===== src/rtl/shift_arbiter_pkg.sv =====
`default_nettype none
// ============================================================================
//  Module   : shift_arbiter_pkg
//  Purpose  : Shared kind encodings, FSM states and limits for shift_arbiter
//  Revision : 1.0 - initial release
// ============================================================================
package shift_arbiter_pkg;

  // Shift kind encodings carried on reqN_kind
  localparam logic [2:0] KIND_LSL = 3'b000;
  localparam logic [2:0] KIND_LSR = 3'b001;
  localparam logic [2:0] KIND_ASL = 3'b010;
  localparam logic [2:0] KIND_ASR = 3'b011;
  localparam logic [2:0] KIND_ROL = 3'b100;
  localparam logic [2:0] KIND_ROR = 3'b101;

  // Largest shift amount the datapath supports
  localparam int MAX_COUNT = 7;

  // Sequencer states
  typedef enum logic [1:0] {
    ST_IDLE = 2'd0,
    ST_EXEC = 2'd1,
    ST_HOLD = 2'd2
  } state_t;

  // Kinds above ROR are unassigned encodings
  function automatic logic kind_is_legal(input logic [2:0] kind);
    return (kind <= KIND_ROR);
  endfunction

endpackage
`default_nettype wire


===== src/rtl/shift_arbiter_shift_core.sv =====
`default_nettype none
// ============================================================================
//  Module   : shift_core
//  Purpose  : Combinational 8-bit funnel shifter. Every kind is expressed as a
//             right shift of a 16-bit window; left shifts shift the window
//             {data, low_fill} right by (8 - count).
//  Revision : 1.0 - initial release
// ============================================================================
module shift_core
  import shift_arbiter_pkg::*;
(
  input  logic [2:0] kind,
  input  logic [3:0] count,
  input  logic [7:0] data,
  output logic [7:0] result,
  output logic       illegal
);

  logic [15:0] w_window;
  logic [3:0]  w_amount;
  logic [15:0] w_shifted;

  // Build the funnel window and the right-shift amount for the selected kind
  always_comb begin
    w_window = 16'h0000;
    w_amount = 4'd0;
    case (kind)
      KIND_LSL, KIND_ASL: begin
        w_window = {data, 8'h00};
        w_amount = 4'd8 - count;
      end
      KIND_ROL: begin
        w_window = {data, data};
        w_amount = 4'd8 - count;
      end
      KIND_LSR: begin
        w_window = {8'h00, data};
        w_amount = count;
      end
      KIND_ASR: begin
        w_window = {{8{data[7]}}, data};
        w_amount = count;
      end
      KIND_ROR: begin
        w_window = {data, data};
        w_amount = count;
      end
      default: begin
        w_window = 16'h0000;
        w_amount = 4'd0;
      end
    endcase
  end

  assign w_shifted = w_window >> w_amount;

  // Illegal operations deliver a zero result alongside the error flag
  always_comb begin
    illegal = !kind_is_legal(kind) || (count > 4'(MAX_COUNT));
    result  = illegal ? 8'h00 : w_shifted[7:0];
  end

endmodule
`default_nettype wire


===== src/rtl/shift_arbiter.sv =====
`default_nettype none
// ============================================================================
//  Module   : shift_arbiter
//  Purpose  : Round-robin sequencer sharing one shift_core between two
//             requesters; registered result returned over valid/ready.
//  Revision : 1.0 - initial release
// ============================================================================
module shift_arbiter
  import shift_arbiter_pkg::*;
#(
  parameter logic RR_INIT = 1'b0
) (
  input  logic       clk,
  input  logic       rst,
  input  logic       req0_valid,
  output logic       req0_ready,
  input  logic [2:0] req0_kind,
  input  logic [3:0] req0_count,
  input  logic [7:0] req0_data,
  input  logic       req1_valid,
  output logic       req1_ready,
  input  logic [2:0] req1_kind,
  input  logic [3:0] req1_count,
  input  logic [7:0] req1_data,
  output logic       out_valid,
  input  logic       out_ready,
  output logic [7:0] out_data,
  output logic       out_id,
  output logic       out_err,
  output logic       busy
);

  state_t     r_state;
  logic       r_prio;
  logic [2:0] r_op_kind;
  logic [3:0] r_op_count;
  logic [7:0] r_op_data;
  logic       r_op_id;

  logic       w_can_accept;
  logic [7:0] w_core_result;
  logic       w_core_illegal;

  // Ready is held low while reset is asserted so nothing is accepted then
  assign w_can_accept = (r_state == ST_IDLE) && !rst;
  assign req0_ready   = w_can_accept && req0_valid && (!req1_valid || (r_prio == 1'b0));
  assign req1_ready   = w_can_accept && req1_valid && (!req0_valid || (r_prio == 1'b1));
  assign busy         = (r_state != ST_IDLE);

  shift_core u_shift_core (
    .kind    (r_op_kind),
    .count   (r_op_count),
    .data    (r_op_data),
    .result  (w_core_result),
    .illegal (w_core_illegal)
  );

  // Sequencer: capture granted operation, compute once, hold result until taken
  always_ff @(posedge clk or posedge rst) begin
    if (rst) begin
      r_state    <= ST_IDLE;
      r_prio     <= RR_INIT;
      r_op_kind  <= 3'b000;
      r_op_count <= 4'd0;
      r_op_data  <= 8'h00;
      r_op_id    <= 1'b0;
      out_valid  <= 1'b0;
      out_data   <= 8'h00;
      out_id     <= 1'b0;
      out_err    <= 1'b0;
    end else begin
      case (r_state)
        ST_IDLE: begin
          if (req0_valid && req0_ready) begin
            r_op_kind  <= req0_kind;
            r_op_count <= req0_count;
            r_op_data  <= req0_data;
            r_op_id    <= 1'b0;
            r_state    <= ST_EXEC;
          end else if (req1_valid && req1_ready) begin
            r_op_kind  <= req1_kind;
            r_op_count <= req1_count;
            r_op_data  <= req1_data;
            r_op_id    <= 1'b1;
            r_state    <= ST_EXEC;
          end
        end
        ST_EXEC: begin
          out_data  <= w_core_result;
          out_err   <= w_core_illegal;
          out_id    <= r_op_id;
          out_valid <= 1'b1;
          // The requester just served loses the next tie
          r_prio    <= ~r_op_id;
          r_state   <= ST_HOLD;
        end
        ST_HOLD: begin
          if (out_ready) begin
            out_valid <= 1'b0;
            r_state   <= ST_IDLE;
          end
        end
        default: begin
          r_state <= ST_IDLE;
        end
      endcase
    end
  end

endmodule
`default_nettype wire

===== config.mk =====
export PLATFORM = sky130hd
export DESIGN_NAME = shift_arbiter
export DESIGN_NICKNAME = d
export VERILOG_FILES = /design/src/rtl/shift_arbiter_pkg.sv /design/src/rtl/shift_arbiter_shift_core.sv /design/src/rtl/shift_arbiter.sv
export SDC_FILE = /design/constraint.sdc
export NUM_CORES = 1
export LEC_CHECK = 0
export ABC_CLOCK_PERIOD_IN_PS = 6800
export CAP_MARGIN = 30
export CORE_MARGIN = 5
export CORE_UTILIZATION = 33
export DETAILED_ROUTE_END_ITERATION = 6
export DONT_BUFFER_PORTS = 1
export PLACE_DENSITY_LB_ADDON = 0.05
export REMOVE_ABC_BUFFERS = 1
export SKIP_LAST_GASP = 1
export SLEW_MARGIN = 25
export SYNTH_ARGS = -nofsm -noshare
export SYNTH_HDL_FRONTEND = slang
export SYNTH_SLANG_ARGS = --single-unit

===== constraint.sdc =====
create_clock -name clk -period 6.8 [get_ports clk]
set_input_delay 1.36 -clock clk [delete_from_list [all_inputs] [get_ports clk]]
set_output_delay 1.36 -clock clk [all_outputs]
set_load 0.005 [all_outputs]

==> results_dict.tcl <==
set metrics [dict create \
    grt_max_degree 34 \
    sw_frac_of_total_pct 49.1 \
    hold_class "reg -> reg" \
    cts_hold_buffers 0 \
    worst_r2r_endpoint "out_data[3]$_DFFE_PP0P_" \
    syn_area_um2 2090 \
    cts_tree "yes" \
    ioPinCount 49 \
    avgSynthCellArea_um2 8.42 \
    arrival_ns 2.58 \
    drive_gt1_share_pct 10.7 \
    p_int_uw 707 \
    start_util_pct 33.4 \
    ys_types 53 \
    grt_pass1_vias 1786 \
    setup_viol 0 \
    utilization_pct 35.9 \
    p_comb_share_pct 59.5 \
    reg2reg_depth 8 \
    path_class "in -> out" \
    fp.dieArea_um2 8010 \
    grt_pass1_wl_mm 9.29 \
    required_ns 5.44 \
    seq_power_share_pct 27.0 \
    cp_max_fo 18 \
    synth_edf_count 0 \
    drc 0 \
    drtAntennaViolNets 0 \
    skew_ns 0.0122 \
    critPathMaxStageDelay_ns 0.61 \
    h-tree-depth 2 \
    die_w_um 89.5 \
    post-route-period-util_pct 57.9 \
    slew_violations 0 \
    avgViaCountPerCell 5.65 \
    cts.sinks 30 \
    fillers 682 \
    hold_slack_ns 0.475 \
    switchingPower_uw 681 \
    final_nets 279 \
    worstMarginPinSlew_ns 0.722 \
    grt_overflow 0 \
    reg2reg_slack_ns 3.94 \
    antenna_found_initial 0 \
    status "complete, no violations" \
    cts-root-buf "clkbuf_8" \
    drt-total-wl_mm 5.65 \
    die_h_um 89.5 \
    place_congestion 0.846 \
    synth_ff_type "dfrtp_1" \
    finalHoldViolations 0 \
    postCtsSetupRepairBufs 0 \
    wire_per_inst_um 17.7 \
    relSlewSlack_pct 50.5 \
    crit_start "rst" \
    rows 29 \
    track_usage_pct 15.2 \
    clock_latency_ns 0.28 \
    vias 1807 \
    n_antenna_cell 0 \
    cts_buffers 5 \
    worst_setup_path_start_kind "input pin" \
    async_flop_share_pct 100 \
    ys_seq_elements 30 \
    fin_setup_tns_ns 0 \
    yosys_warnings 0 \
    irDropWorstVdd_uv 198 \
    worstSetupEndpointType "output pin" \
    leakagePower_uw 0.000969 \
    ctsResizeCount 0 \
    cp-endpoint "req1_ready" \
    path_clk_slew_ns 0.07 \
    area_growth_pct 7.31 \
    min_from "r_state[1]$_DFFE_PP0P_" \
    dp_hpwl_mm 4.18 \
    slowest_stage "inv_1" \
    cap_violations 0 \
    firstDrtPassIters 4 \
    path_cells "nor2_1 -> nand3_1 -> inv_1" \
    power.density_nw_per_um2 619 \
    cts_max_path_buffers 2 \
    seq_area_frac_synth_pct 36.0 \
    power_frac_clock_pct 13.6 \
    core_area_um2 6240 \
    rsz0062_at_grt "no" \
    port_buffers 0 \
    post-route-min-period_ns 3.94 \
    fmax_ghz 0.254 \
    syn_inst 248 \
    drt_iter0_markers 140 \
    r2r_start "r_op_count[0]$_DFFE_PP0P_" \
]
-- power by group through the flow --
| stage | clock [uW] | combinational [uW] | sequential (uW) |
|---|---|---|---|
| 2_1_floorplan | 0 | 644 | 345 |
| 3_3_place_gp | 0 | 837 | 378 |
| 3_5_place_dp | 0 | 818 | 379 |
| 4_1_cts | 195 | 823 | 376 |
| 5_1_grt | 203 | 922 | 393 |
| 6_report | 189 | 825 | 374 |
-- worst min path at each step --
| stage | end | depth (start not counted) |
|---|---|---|
| after floorplan | out_valid$_DFFE_PP0P_ | 1 |
| after global placement | out_valid$_DFFE_PP0P_ | 1 |
| after detailed placement | out_valid$_DFFE_PP0P_ | 1 |
| after CTS | out_valid$_DFFE_PP0P_ | 1 |
| after global routing | out_valid$_DFFE_PP0P_ | 1 |
| final | out_valid$_DFFE_PP0P_ | 1 |
-- cell usage in the layout, fill, tap and decap left out, types with 2 or more instances in the layout --
master and instances:
nand2_1 49, o2111ai_1 2, a22oi_1 2, and3_1 2, inv_1 7, a32o_1 5, nand2b_1 2, a21o_1 3
mux2i_1 11, dfrtp_1 30, o21ai_0 8, a21oi_1 10, a211o_1 2, o21ai_1 5, nor3_1 2, clkbuf_8 6
o211ai_1 3, mux2_2 3, o31ai_1 3, a31oi_1 18, and2_1 3, nor2_1 26, nor4_1 2, buf_4 2
a32oi_1 3, nand3_1 5
-- state kept, by name, summed over array words and instances, names as in the netlist --
| name | cells |
|---|---|
| r_op_kind | 3 |
| out_data | 8 |
| out_id | 1 |
| out_err | 1 |
| r_op_data | 8 |
| r_prio | 1 |
| r_op_id | 1 |
| r_op_count | 4 |
| out_valid | 1 |
| r_state | 2 |
-- logic make-up after synthesis --
group / Yosys count / share of synthesized area (%)
AOI/OAI and AO/OA: 72 / 24.5
buffers and inverters: 22 / 5.16
and+or+nand+nor: 105 / 24.0
xor gates and xnor gates: 1 / 0.420
DFF: 30 / 36.0
adders and majority gates: 1 / 0.599
muxes: 17 / 9.35
-- metrics by stage --
stage / area (um2) / setup WS (ns) / power [uW] / std cells
finish: 2240 / 2.86 / 1390 / 320
global route: 2240 / 2.63 / 1520 / 320
CTS: 2230 / 2.79 / 1390 / 319
detailed placement: 2120 / 2.79 / 1200 / 312
global placement: 2120 / 2.87 / 1220 / 312
floorplan: 2010 / 3.18 / 990 / 233
-- worst max-delay path: cells and delay by family --
family	cells	cell delay, ns
and+or+nand+nor	2	0.60
buffers and inverters	1	0.61
-- cells in the mapped netlist (2+ instances only) --
library cell	number	share of area, %
nand2_1	49	8.8
dfrtp_1	30	36
nor2_1	26	4.7
a31oi_1	18	5.4
mux2i_1	11	5.3
a21oi_1	10	2.4
buf_2	8	1.9
o21ai_0	8	1.9
inv_1	7	1.3
a32o_1	5	2.4
clkbuf_1	5	0.90
nand3_1	5	1.2
o21ai_1	5	1.2
a21o_1	3	1.1
a32oi_1	3	1.3
and2_1	3	0.90
mux2_2	3	1.6
nor3_1	3	0.72
o211ai_1	3	1.1
o31ai_1	3	1.1
a211o_1	2	0.84
a22oi_1	2	0.72
and3_1	2	0.60
buf_6	2	1.1
nand2b_1	2	0.60
nor4_1	2	0.60
o2111ai_1	2	0.84
-- routing by layer --
metal / GRT usage (%) / vias up / part of all wire, %
met4: 4.87 / 0 / 0.97
met2: 23.2 / 40 / 46
li1: - / 900 / -
met3: 2.58 / 4 / 3.5
met1: 21.7 / 863 / 49
met5: 0 / - / 0
-- final cells by class --
type,instances,area (um2),area share (%)
multi-input cells,196,1230,55.1
flip-flops and latches,30,751,33.5
well taps,77,96.3,4.30
clock buffers,6,82.6,3.69
clock inverters,1,30.0,1.34
inverters,7,26.3,1.17
repair buffers,3,20.0,0.894
(Power assumes the default switching activity.)
